**src/rtl/riscv_test_monitor.sv**
```systemverilog
// End-of-test monitor for riscv-tests programs: snoops regfile writes and reports pass/fail/timeout.
// Optional trace ring buffer of recent non-x0 writes enabled by defining RISCV_TEST_MON_TRACE_EN.
module riscv_test_monitor #(
  parameter int unsigned DONE_REG    = 26,
  parameter int unsigned RESULT_REG  = 27,
  parameter int unsigned TESTNUM_REG = 3,
  parameter logic [31:0] PASS_VALUE  = 32'd1,
  parameter int unsigned SETTLE_CYC  = 2,
  parameter int unsigned TIMEOUT_CYC = 100000,
  parameter int unsigned CNT_W       = 32,
  parameter int unsigned TRACE_DEPTH = 8
) (
  input  logic                           clk,
  input  logic                           rst,
  input  logic                           clear_i,
  input  logic                           wr_en_i,
  input  logic [4:0]                     wr_addr_i,
  input  logic [31:0]                    wr_data_i,
  input  logic                           retire_i,
  output logic                           done_o,
  output logic                           pass_o,
  output logic                           fail_o,
  output logic                           timeout_o,
  output logic [31:0]                    result_o,
  output logic [31:0]                    test_num_o,
  output logic [CNT_W-1:0]               cycle_cnt_o,
  output logic [CNT_W-1:0]               retire_cnt_o,
  input  logic [$clog2(TRACE_DEPTH)-1:0] trace_idx_i,
  output logic [36:0]                    trace_o,
  output logic [$clog2(TRACE_DEPTH):0]   trace_cnt_o
);

  localparam int unsigned SET_W = (SETTLE_CYC > 1) ? $clog2(SETTLE_CYC) : 1;
  localparam logic [4:0] DONE_A    = 5'(DONE_REG);
  localparam logic [4:0] RESULT_A  = 5'(RESULT_REG);
  localparam logic [4:0] TESTNUM_A = 5'(TESTNUM_REG);
  localparam logic [SET_W-1:0] SET_LAST = SET_W'(SETTLE_CYC - 1);
  localparam logic [CNT_W:0] TO_LIM = (CNT_W + 1)'(TIMEOUT_CYC);

  typedef enum logic [2:0] {
    S_RUN     = 3'd0,
    S_SETTLE  = 3'd1,
    S_PASS    = 3'd2,
    S_FAIL    = 3'd3,
    S_TIMEOUT = 3'd4
  } state_t;

  state_t r_state;
  state_t w_state_nxt;

  logic [31:0]      r_result;
  logic [31:0]      r_test_num;
  logic [CNT_W-1:0] r_cycle_cnt;
  logic [CNT_W-1:0] r_retire_cnt;
  logic [SET_W-1:0] r_settle_cnt;

  logic             w_active;
  logic             w_wr;
  logic             w_wr_done;
  logic             w_wr_result;
  logic             w_wr_testnum;
  logic [31:0]      w_result_nxt;
  logic             w_settle_last;
  logic [CNT_W:0]   w_cyc_inc;
  logic             w_timeout_hit;

  assign w_active      = (r_state == S_RUN) || (r_state == S_SETTLE);
  assign w_wr          = wr_en_i && (wr_addr_i != 5'd0) && w_active;
  assign w_wr_done     = w_wr && (wr_addr_i == DONE_A) && (wr_data_i != 32'd0);
  assign w_wr_result   = w_wr && (wr_addr_i == RESULT_A);
  assign w_wr_testnum  = w_wr && (wr_addr_i == TESTNUM_A);
  // A result write landing in the final settle cycle must feed the verdict directly.
  assign w_result_nxt  = w_wr_result ? wr_data_i : r_result;
  assign w_settle_last = (r_settle_cnt == SET_LAST);
  assign w_cyc_inc     = {1'b0, r_cycle_cnt} + {{CNT_W{1'b0}}, 1'b1};
  assign w_timeout_hit = (w_cyc_inc >= TO_LIM);

  always_comb begin
    w_state_nxt = r_state;
    unique case (r_state)
      S_RUN: begin
        // Trigger takes precedence over a coincident timeout.
        if (w_wr_done) begin
          w_state_nxt = S_SETTLE;
        end else if (w_timeout_hit) begin
          w_state_nxt = S_TIMEOUT;
        end
      end
      S_SETTLE: begin
        if (w_settle_last) begin
          w_state_nxt = (w_result_nxt == PASS_VALUE) ? S_PASS : S_FAIL;
        end
      end
      default: w_state_nxt = r_state;
    endcase
    if (clear_i) begin
      w_state_nxt = S_RUN;
    end
  end

  always_ff @(posedge clk or negedge rst) begin
    if (!rst) begin
      r_state <= S_RUN;
    end else begin
      r_state <= w_state_nxt;
    end
  end

  always_ff @(posedge clk or negedge rst) begin
    if (!rst) begin
      r_result     <= '0;
      r_test_num   <= '0;
      r_cycle_cnt  <= '0;
      r_retire_cnt <= '0;
      r_settle_cnt <= '0;
    end else if (clear_i) begin
      r_result     <= '0;
      r_test_num   <= '0;
      r_cycle_cnt  <= '0;
      r_retire_cnt <= '0;
      r_settle_cnt <= '0;
    end else begin
      if (w_wr_result) begin
        r_result <= wr_data_i;
      end
      if (w_wr_testnum) begin
        r_test_num <= wr_data_i;
      end
      if (w_active) begin
        if (!(&r_cycle_cnt)) begin
          r_cycle_cnt <= r_cycle_cnt + 1'b1;
        end
        if (retire_i && !(&r_retire_cnt)) begin
          r_retire_cnt <= r_retire_cnt + 1'b1;
        end
      end
      if ((r_state == S_RUN) && w_wr_done) begin
        r_settle_cnt <= '0;
      end else if ((r_state == S_SETTLE) && !w_settle_last) begin
        r_settle_cnt <= r_settle_cnt + 1'b1;
      end
    end
  end

  assign pass_o       = (r_state == S_PASS);
  assign fail_o       = (r_state == S_FAIL);
  assign timeout_o    = (r_state == S_TIMEOUT);
  assign done_o       = pass_o || fail_o || timeout_o;
  assign result_o     = r_result;
  assign test_num_o   = r_test_num;
  assign cycle_cnt_o  = r_cycle_cnt;
  assign retire_cnt_o = r_retire_cnt;

`ifdef RISCV_TEST_MON_TRACE_EN
  localparam int unsigned IDX_W = $clog2(TRACE_DEPTH);
  localparam logic [IDX_W:0] T_FULL = (IDX_W + 1)'(TRACE_DEPTH);

  logic [36:0]      r_trace_mem [TRACE_DEPTH];
  logic [IDX_W-1:0] r_wptr;
  logic [IDX_W:0]   r_tcnt;
  logic [IDX_W-1:0] w_rd_ptr;

  always_ff @(posedge clk or negedge rst) begin
    if (!rst) begin
      r_wptr <= '0;
      r_tcnt <= '0;
    end else if (clear_i) begin
      r_wptr <= '0;
      r_tcnt <= '0;
    end else if (w_wr) begin
      r_wptr <= r_wptr + 1'b1;
      if (r_tcnt != T_FULL) begin
        r_tcnt <= r_tcnt + 1'b1;
      end
    end
  end

  // Storage is not reset; the valid count masks stale entries on readout.
  always_ff @(posedge clk) begin
    if (w_wr && !clear_i) begin
      r_trace_mem[r_wptr] <= {wr_addr_i, wr_data_i};
    end
  end

  assign w_rd_ptr    = r_wptr - IDX_W'(1) - trace_idx_i;
  assign trace_o     = ({1'b0, trace_idx_i} < r_tcnt) ? r_trace_mem[w_rd_ptr] : 37'd0;
  assign trace_cnt_o = r_tcnt;
`else
  logic w_unused_trace;
  assign w_unused_trace = ^trace_idx_i;
  assign trace_o        = '0;
  assign trace_cnt_o    = '0;
`endif

endmodule

```
**config.mk**
```make
export PLATFORM = sky130hd
export DESIGN_NAME = riscv_test_monitor
export DESIGN_NICKNAME = d
export VERILOG_FILES = /design/src/rtl/riscv_test_monitor.sv
export SDC_FILE = /design/constraint.sdc
export NUM_CORES = 1
export LEC_CHECK = 0
export CORE_AREA = 2 2 120 122
export CTS_CLUSTER_DIAMETER = 50
export DETAILED_ROUTE_END_ITERATION = 16
export DIE_AREA = 0 0 122 124
export HOLD_SLACK_MARGIN = 0.05
export PLACE_DENSITY = 0.93
export SETUP_SLACK_MARGIN = 0.2
export SLEW_MARGIN = 40
export SYNTH_ARGS = -nofsm -noshare
export SYNTH_HDL_FRONTEND = slang
export SYNTH_SLANG_ARGS = --single-unit
```
**constraint.sdc**
```tcl
create_clock -name clk -period 6.8 [get_ports clk]
set_clock_uncertainty 0.15 [all_clocks]
set_input_delay 2.04 -clock clk [delete_from_list [all_inputs] [get_ports clk]]
set_output_delay 2.04 -clock clk [all_outputs]
set_load 0.05 [all_outputs]
```
### After elaboration in Yosys (flattened, before gate mapping)

Cells that the tools add are included.
Widths: inputs -> output; s select.

| cells by class | value |
|---|---|
| add/sub/neg operators | 4 |
| magnitude comparators | 1 |
| equal/unequal tests | 11 |
| muxes and demuxes | 19 |
| reduce and logical (&&, ||, !) cells | 27 |

Operator list:

| operator | count |
|---|---|
| $mux 32 | 10 |
| $add 32x1->32 const B | 2 |
| $reduce_and 32->1 | 2 |
| $add 32x1->33 const B | 1 |
| $ge 33x17->1 const B | 1 |
| $eq 32x1->1 const B | 1 |
| $reduce_bool 32->1 | 1 |
| $mux 3 | 4 |
| $eq 5x5->1 const B | 2 |
| $logic_and 1x1->1 | 9 |
| $eq 3x2->1 const B | 2 |
| $pmux 3 s2 | 1 |
| $reduce_bool 2->1 | 3 |
| $reduce_bool 3->1 | 2 |
| $eq 5x2->1 const B | 1 |
| $reduce_bool 5->1 | 1 |
| $mux 1 | 4 |
| $ne 4x4->1 const B | 1 |
| $reduce_and 2->1 | 2 |
| $eq 3x1->1 const B | 1 |
| $eq 3x3->1 const B | 1 |
| $logic_not 3->1 | 1 |
| $logic_or 1x1->1 | 3 |
| $ne 3x3->1 const B | 1 |
| 4 further kinds | 5 |

| word-level totals | value |
|---|---|
| register bits after elaboration | 132 |
| input port bits | 45 |
| output and inout bits | 173 |
| word-level logic and storage cells | 68 |

### Depth between registers and ports, before layout

Gate-level depths: netlist (run 1).

| logic depth | value |
|---|---|
| word-level depth | 10 |
| gate-level depth with buffers | 11 |
| depth with buffers taken out | 8 |

### Worst setup path after synthesis (run 1)

Ideal clock, no wire load.

| timing path | value |
|---|---|
| kind | register -> output |
| from | register r_state[1] |
| to | output done_o |
| data arrival time | 2.095 ns |
| data required time | 4.610 ns |
| slack | 2.515 ns |
| cell stages (with the launch flop) | 4 |
| path buffers | 1 |
| path through | dfrtp_1 clkbuf_1 nor3_1 a21o_1 |

| between the ends | value |
|---|---|
| elaborated cells between the ends (all ways) | 5 |
| those cells by class | 3 x eq/ne; 2 x reduce/logical |

RTL lines:

| element | RTL line | text |
|---|---|---|
| start, declared | 48 | `state_t r_state;` |
| start signal, assigned | 105 | `r_state <= w_state_nxt;` |
| $eq 3x3->1 | 147 | `assign timeout_o = (r_state == S_TIMEOUT);` |
| net timeout_o | 23 | `output logic timeout_o,` |
| $logic_or 1x1->1 | 148 | `assign done_o = pass_o \|\| fail_o \|\| timeout_o;` |
| end, declared | 20 | `output logic done_o,` |

The timed path passes the listed nets, and every way through them passes these cells.

### Final worst setup path (run 1)

| timing path | value |
|---|---|
| from | register r_state[2] |
| to | output done_o |

| between the ends | value |
|---|---|
| longest elaborated chain between the ends | 3 |
| elaborated cells between the ends (all ways) | 5 |
| those cells by class | 3 x eq/ne; 2 x reduce/logical |

Ends and longest elaborated chain:

| element | RTL line |
|---|---|
| $eq 3x2->1 (on tied branches) | 145, 146 |
| $logic_or 1x1->1 | 148 |
| $logic_or 1x1->1 * | 148 |

Mark *: on every way between the ends. The rest lies on a longest branch, timed or not.

==> results_dict.tcl, run 1 <==
set metrics [dict create \
    synth-main-ff-cell "dfrtp_1" \
    antenna_found_initial 0 \
    cts_tree "yes" \
    drc 0 \
    wire_per_inst_um 17.1 \
    critPathMaxStageDelay_ns 0.79 \
    start_util_pct 50.8 \
    synth_edf_count 0 \
    die_area_um2 15100 \
    power.leakage_nw 4.05 \
    cp.arrival_ns 2.14 \
    nNetsFinal 961 \
    clock_latency_ns 0.42 \
    numCtsBuffers 17 \
    fillers 1033 \
    cp_max_fo 6 \
    critPathLaunchType "flop" \
    cp_num_buf_inv 2 \
    synthTopCellsByCount "132 x dfrtp_1, 111 x nor2_1, 102 x nand2_1, 45 x xor2_1, 44 x a21oi_1" \
    power.density_nw_per_um2 209 \
    grt_remaining_overflow 0 \
    slew-limit-headroom_pct 50.8 \
    ys_seq_area_share_pct 47.4 \
    syn_inst 758 \
    met1_usage_pct 30.1 \
    clockRootBuffer "clkbuf_16" \
    multiInputGateArea_um2 3300 \
    tightestPinTransition_ns 0.736 \
    grt_use_met2_pct 43.3 \
    synth_area_um2 6960 \
    clock.fmax_mhz 231 \
    async_reset_ff_share_pct 100 \
    die_y_um 124 \
    cts_num_sinks 132 \
    maxCapViolCount 0 \
    finalCritPeriodShare_pct 63.7 \
    num_rows 43 \
    final.setup.tns_ns 0 \
    ant_nets 0 \
    dp_hpwl_mm 12.8 \
    vias 6226 \
    crit_type "reg2out" \
    first_global_vias 5923 \
    hold_class "reg2reg" \
    routabilityCongestion 0.875 \
    synth_top_area_share_pct 47.4 \
    drt_wl_total_mm 18.9 \
    fin_ws_ns 2.47 \
    ff_latch_area_um2 3300 \
    crit_chain "inv_1 > nor3_1 > a21o_1 > clkdlybuf4s50_1" \
    ys_top_cells_by_area "dfrtp_1 47%, nor2_1 6.0%, xor2_1 5.7%, nand2_1 5.5%, mux2i_1 4.9%" \
    slowest_stage "clkdlybuf4s50_1" \
    grt_start_max_net_pins 72 \
    grt_use_met3_pct 6.41 \
    hold_buffers 0 \
    avgSynthCellArea_um2 9.19 \
    clkTransAtPathRegs_ns 0.06 \
    crit_path_end_kind "output port" \
    track_usage_pct 25.2 \
    synth.largest_area_cell "dfrtp_1" \
    final_layout_size_suffix_gt1_share_pct 5.83 \
    top_usage_layer "met2" \
    io_pins 218 \
    status "completed" \
    required_ns 4.61 \
    hold_viol_final 0 \
    post-cts-setup-buffer-count 0 \
    grt_pass1_wl_mm 29.9 \
    drt-initial-drc-count 525 \
    cts_resized 0 \
    coreArea_um2 13700 \
    drtPass1Iterations 5 \
    synth_cell_type_count 56 \
    fin_crit_ns 4.33 \
    cts_buffer_depth 2 \
    synth_seq_cells 132 \
    n_antenna_cell 0 \
    htree_levels 4 \
    drv_slew 0 \
    rsz0062_at_grt "no" \
    peakVddDrop_mv 0.145 \
    yosysWarningCount 0 \
    setup_violations 0 \
    die_w_um 122 \
    port_buffers 173 \
    syn2layout_area_growth_pct 32.3 \
    cp_top_family "buffers and inverters" \
    synth_most_common_cell "dfrtp_1" \
    vias_per_cell 5.62 \
    pre_cts_ws_ns 2.26 \
]
-- worst min-delay path, delay by kind of cell, from the launching register on --
kind,cells,cell delay (ns)
flops,1,0.34
simple gates,1,0.07
mux,1,0.07
-- power breakdown --
group          switching (W)  total, W  internal, W  leakage, nW
registers          0.0000114  0.000805     0.000793         1.84
clock network       0.000348  0.000925     0.000576        0.277
logic               0.000147  0.000197    0.0000502         1.93
total               0.000506   0.00193      0.00142         4.05
-- state kept, by name (all words and copies together) (netlist names) --
register and cells:
cycle_cnt_o 32, r_settle_cnt 1, r_state 3, result_o 32
retire_cnt_o 32, test_num_o 32
-- cell usage in the layout, fill, tap and decap left out, types with 3 or more instances in the layout --
master and count:
xor2_1 45, buf_4 6, a21oi_1 44, inv_1 6, and2_1 6, clkbuf_16 17, nor3_1 16, nor2_1 111
nor4_1 20, nand4_1 26, o21ai_0 11, and3_2 3, a31oi_1 3, and3_1 12, conb_1 41, or3_1 3
nand2b_1 3, xnor2_1 18, clkinvlp_4 4, bufinv_16 3, nand3b_1 3, clkdlybuf4s50_1 171, clkbuf_1 3, nand2_1 102
and4_1 8, mux2i_1 34, a211oi_1 3, nand3_1 31, dfrtp_1 132
-- path summary, 6_finish.rpt --
kind | start | endpoint | slack (ns) | depth (start not counted)
min in group asynchronous | rst | result_o[12] | 1.44 | 1
worst max-delay path | r_state[2] | done_o | 2.47 | 4
worst max register to register | cycle_cnt_o[12] | cycle_cnt_o[10] | 3.87 | 7
worst min register to register | test_num_o[22] | test_num_o[22] | 0.37 | 2
worst min-delay path | test_num_o[22] | test_num_o[22] | 0.37 | 2
max in group asynchronous | rst | test_num_o[28] | 3.92 | 2
-- through the flow --
stage	cell area, um^2	power (W)	cells	utilization, %	hold WS (ns)
after detailed placement	8610	0.00101	1075	62.8	0.361
after CTS	9210	0.00194	1107	67.1	0.375
after global placement	8610	0.00101	1075	62.7	0.352
after floorplan	7110	0.000957	798	-	0.379
final	9220	0.00193	1107	67.2	0.367
after global routing	9220	0.00199	1107	67.2	0.400
-- layer usage --
metal / vias up / routed length (um)
met2: 295 / 9510
met3: 52 / 1420
met5: - / 0
met4: 0 / 527
met1: 3034 / 7460
li1: 2845 / -
-- cells by family (layout without fill, tap and decap cells) --
logic type | after synthesis | count (layout) | synth area share (%)
and+or+nand+nor | 359 | 359 | 25.0
DFF | 132 | 132 | 47.4
buffers and inverters | 87 | 216 | 7.46
AOI/OAI and AO/OA | 80 | 80 | 6.86
xor gates and xnor gates | 63 | 63 | 7.92
muxes | 34 | 34 | 4.89
adders and majority gates | 2 | 2 | 0.359
other | 1 | 41 | 0.0539
-- area by class of cell --
cell class | count | share of cell area [%]
clock buffers | 20 | 4.74
repair buffers | 178 | 19.2
clock inverters | 12 | 1.70
well taps | 180 | 2.44
flip-flops and latches | 132 | 35.8
inverters | 6 | 0.244
multi-input cells | 579 | 35.8
Power figures use the tool's default switching activity.
==> inputs of run 2 (changes only) <==
Settings changed: CORE_AREA 2 2 120 122 to 2 2 125 127, DIE_AREA 0 0 122 124 to 0 0 127 129, PLACE_DENSITY 0.93 to 0.87.
Clock period 6.8 ns to 4.4 ns, I/O delays scaled along.
==> run 2 against run 1 <==
Compared with the run above:
- sequential cell count is the same
- core utilization shrank 4.9 points
- power grew 61%
- sequential share of layout area shrank 0.40 points
- combinational power grew 55%
- critical path depth is the same
- worst hold slack gained 0.0033 ns
- critical endpoint unchanged
- global-route usage shrank 3.0 points
- design area grew 1.1%
- critical path type unchanged
- wire length shrank 3.4%
==> results_dict.tcl, run 2 (synthesis gave the netlist of run 1 again) <==
set metrics [dict create \
    status "completed" \
    routabilityCongestion 0.863 \
    htree_levels 4 \
    final_cell_mix "171 x clkdlybuf4s50_1, 132 x dfrtp_1, 111 x nor2_1, 102 x nand2_1, 45 x xor2_1" \
    drt-initial-drc-count 448 \
    cts_tree "yes" \
    port_buffers 173 \
    clock_latency_ns 0.42 \
    vias 6039 \
    internal-power_w 0.00235 \
    ant_nets 0 \
    grt_use_met3_pct 5.41 \
    nNetsFinal 966 \
    hold_viol_final 0 \
    cp.arrival_ns 2.13 \
    cts_resized 0 \
    setup_violations 0 \
    die_area_um2 16400 \
    num_rows 45 \
    hold_buffers 0 \
    fillers 1214 \
    vias_per_cell 5.40 \
    cts_num_sinks 132 \
    grt_remaining_overflow 0 \
    critPathLaunchType "flop" \
    clockRootBuffer "clkbuf_16" \
    post-cts-setup-buffer-count 0 \
    post_layout_nonfiller_instances 1118 \
    start_util_pct 46.5 \
    clkTransAtPathRegs_ns 0.05 \
    met1_usage_pct 28.7 \
    cp_max_fo 6 \
    syn2layout_area_growth_pct 33.9 \
    power.leakage_nw 4.12 \
    p_seq_share_pct 40.0 \
    track_usage_pct 22.3 \
    switchingPower_w 0.000761 \
    numCtsBuffers 17 \
    tightestPinTransition_ns 0.738 \
    pwr-share-clk_pct 50.2 \
    maxCapViolCount 0 \
    top_usage_layer "met2" \
    n_antenna_cell 0 \
    dp_cells 1088 \
    crit_path_end_kind "output port" \
    grt_use_met2_pct 37.7 \
    clock.fmax_mhz 278 \
    peakVddDrop_mv 0.243 \
    final.setup.tns_ns 0 \
    cts_buffer_depth 2 \
    rsz0062_at_grt "no" \
    slew-limit-headroom_pct 50.6 \
    grt_pass1_wl_mm 29.2 \
    coreArea_um2 15000 \
    grt_start_max_net_pins 84 \
    fin_crit_ns 3.60 \
    first_global_vias 5636 \
    drtPass1Iterations 5 \
    drc 0 \
    p_comb_share_pct 9.8 \
    wire_per_inst_um 16.4 \
    hold_class "reg2reg" \
    dp_hpwl_mm 12.8 \
    required_ns 2.93 \
    io_pins 218 \
    power.density_nw_per_um2 334 \
    switching_share_pct 24.5 \
    final_layout_size_suffix_gt1_share_pct 6.02 \
    final_common_cell "clkdlybuf4s50_1" \
    die_y_um 129 \
    crit_type "reg2out" \
    finalCritPeriodShare_pct 81.8 \
    antenna_found_initial 0 \
    drt_wl_total_mm 18.3 \
    die_w_um 127 \
    drv_slew 0 \
]
-- run 2: cell type report --
type	instances	area (um^2)	share of cell area, %
Tap cell	188	235	2.52
Timing Repair Buffer	183	1820	19.5
Clock buffer	21	470	5.05
Multi-Input combinational cell	579	3290	35.3
Sequential cell	132	3300	35.4
Clock inverter	9	176	1.89
Inverter	6	22.5	0.242
-- run 2: worst max-delay path, stage by stage, from the launching register on --
cell and delay [ns]:
dfrtp_1 0.47, inv_1 0.13, nor3_1 0.21, a21o_1 0.11, clkdlybuf4s50_1 0.79
-- run 2: metrics by stage --
| stage | cell area (um^2) | total power (W) | util, % | setup slack [ns] | hold WS (ns) |
|---|---|---|---|---|---|
| 3_5_place_dp | 8670 | 0.00157 | 57.9 | 0.750 | 0.362 |
| 4_1_cts | 9320 | 0.00312 | 62.2 | 0.745 | 0.375 |
| 5_1_grt | 9320 | 0.00320 | 62.2 | 0.622 | 0.396 |
| 3_3_place_gp | 8670 | 0.00157 | 57.9 | 0.757 | 0.353 |
| 2_1_floorplan | 7110 | 0.00148 | - | 0.835 | 0.379 |
| 6_report | 9320 | 0.00311 | 62.2 | 0.801 | 0.370 |
-- run 2: power by group through the flow --
stage	Sequential, W	Clock, W	Combinational, W
after global placement	0.00126	0	0.000302
after floorplan	0.00130	0	0.000183
after CTS	0.00124	0.00157	0.000306
final	0.00124	0.00156	0.000305
after detailed placement	0.00126	0	0.000305
after global routing	0.00125	0.00163	0.000326
-- run 2: final timing paths --
check                           depth (start not counted)  slack (ns)           start          endpoint
worst min-delay path                                    2        0.37  test_num_o[25]    test_num_o[25]
worst max-delay path                                    4        0.80      r_state[2]            done_o
worst max register to register                          8        1.41  cycle_cnt_o[0]   cycle_cnt_o[28]
min in group asynchronous                               1        0.74             rst    test_num_o[23]
max in group asynchronous                               2        2.54             rst  retire_cnt_o[24]
worst min register to register                          2        0.37  test_num_o[25]    test_num_o[25]
-- run 2: routing by layer --
metal | up-vias | part of all wire (%)
met5 | - | 0
met4 | 0 | 1.4
met2 | 233 | 50
met3 | 29 | 7.1
met1 | 2924 | 42
li1 | 2853 | -
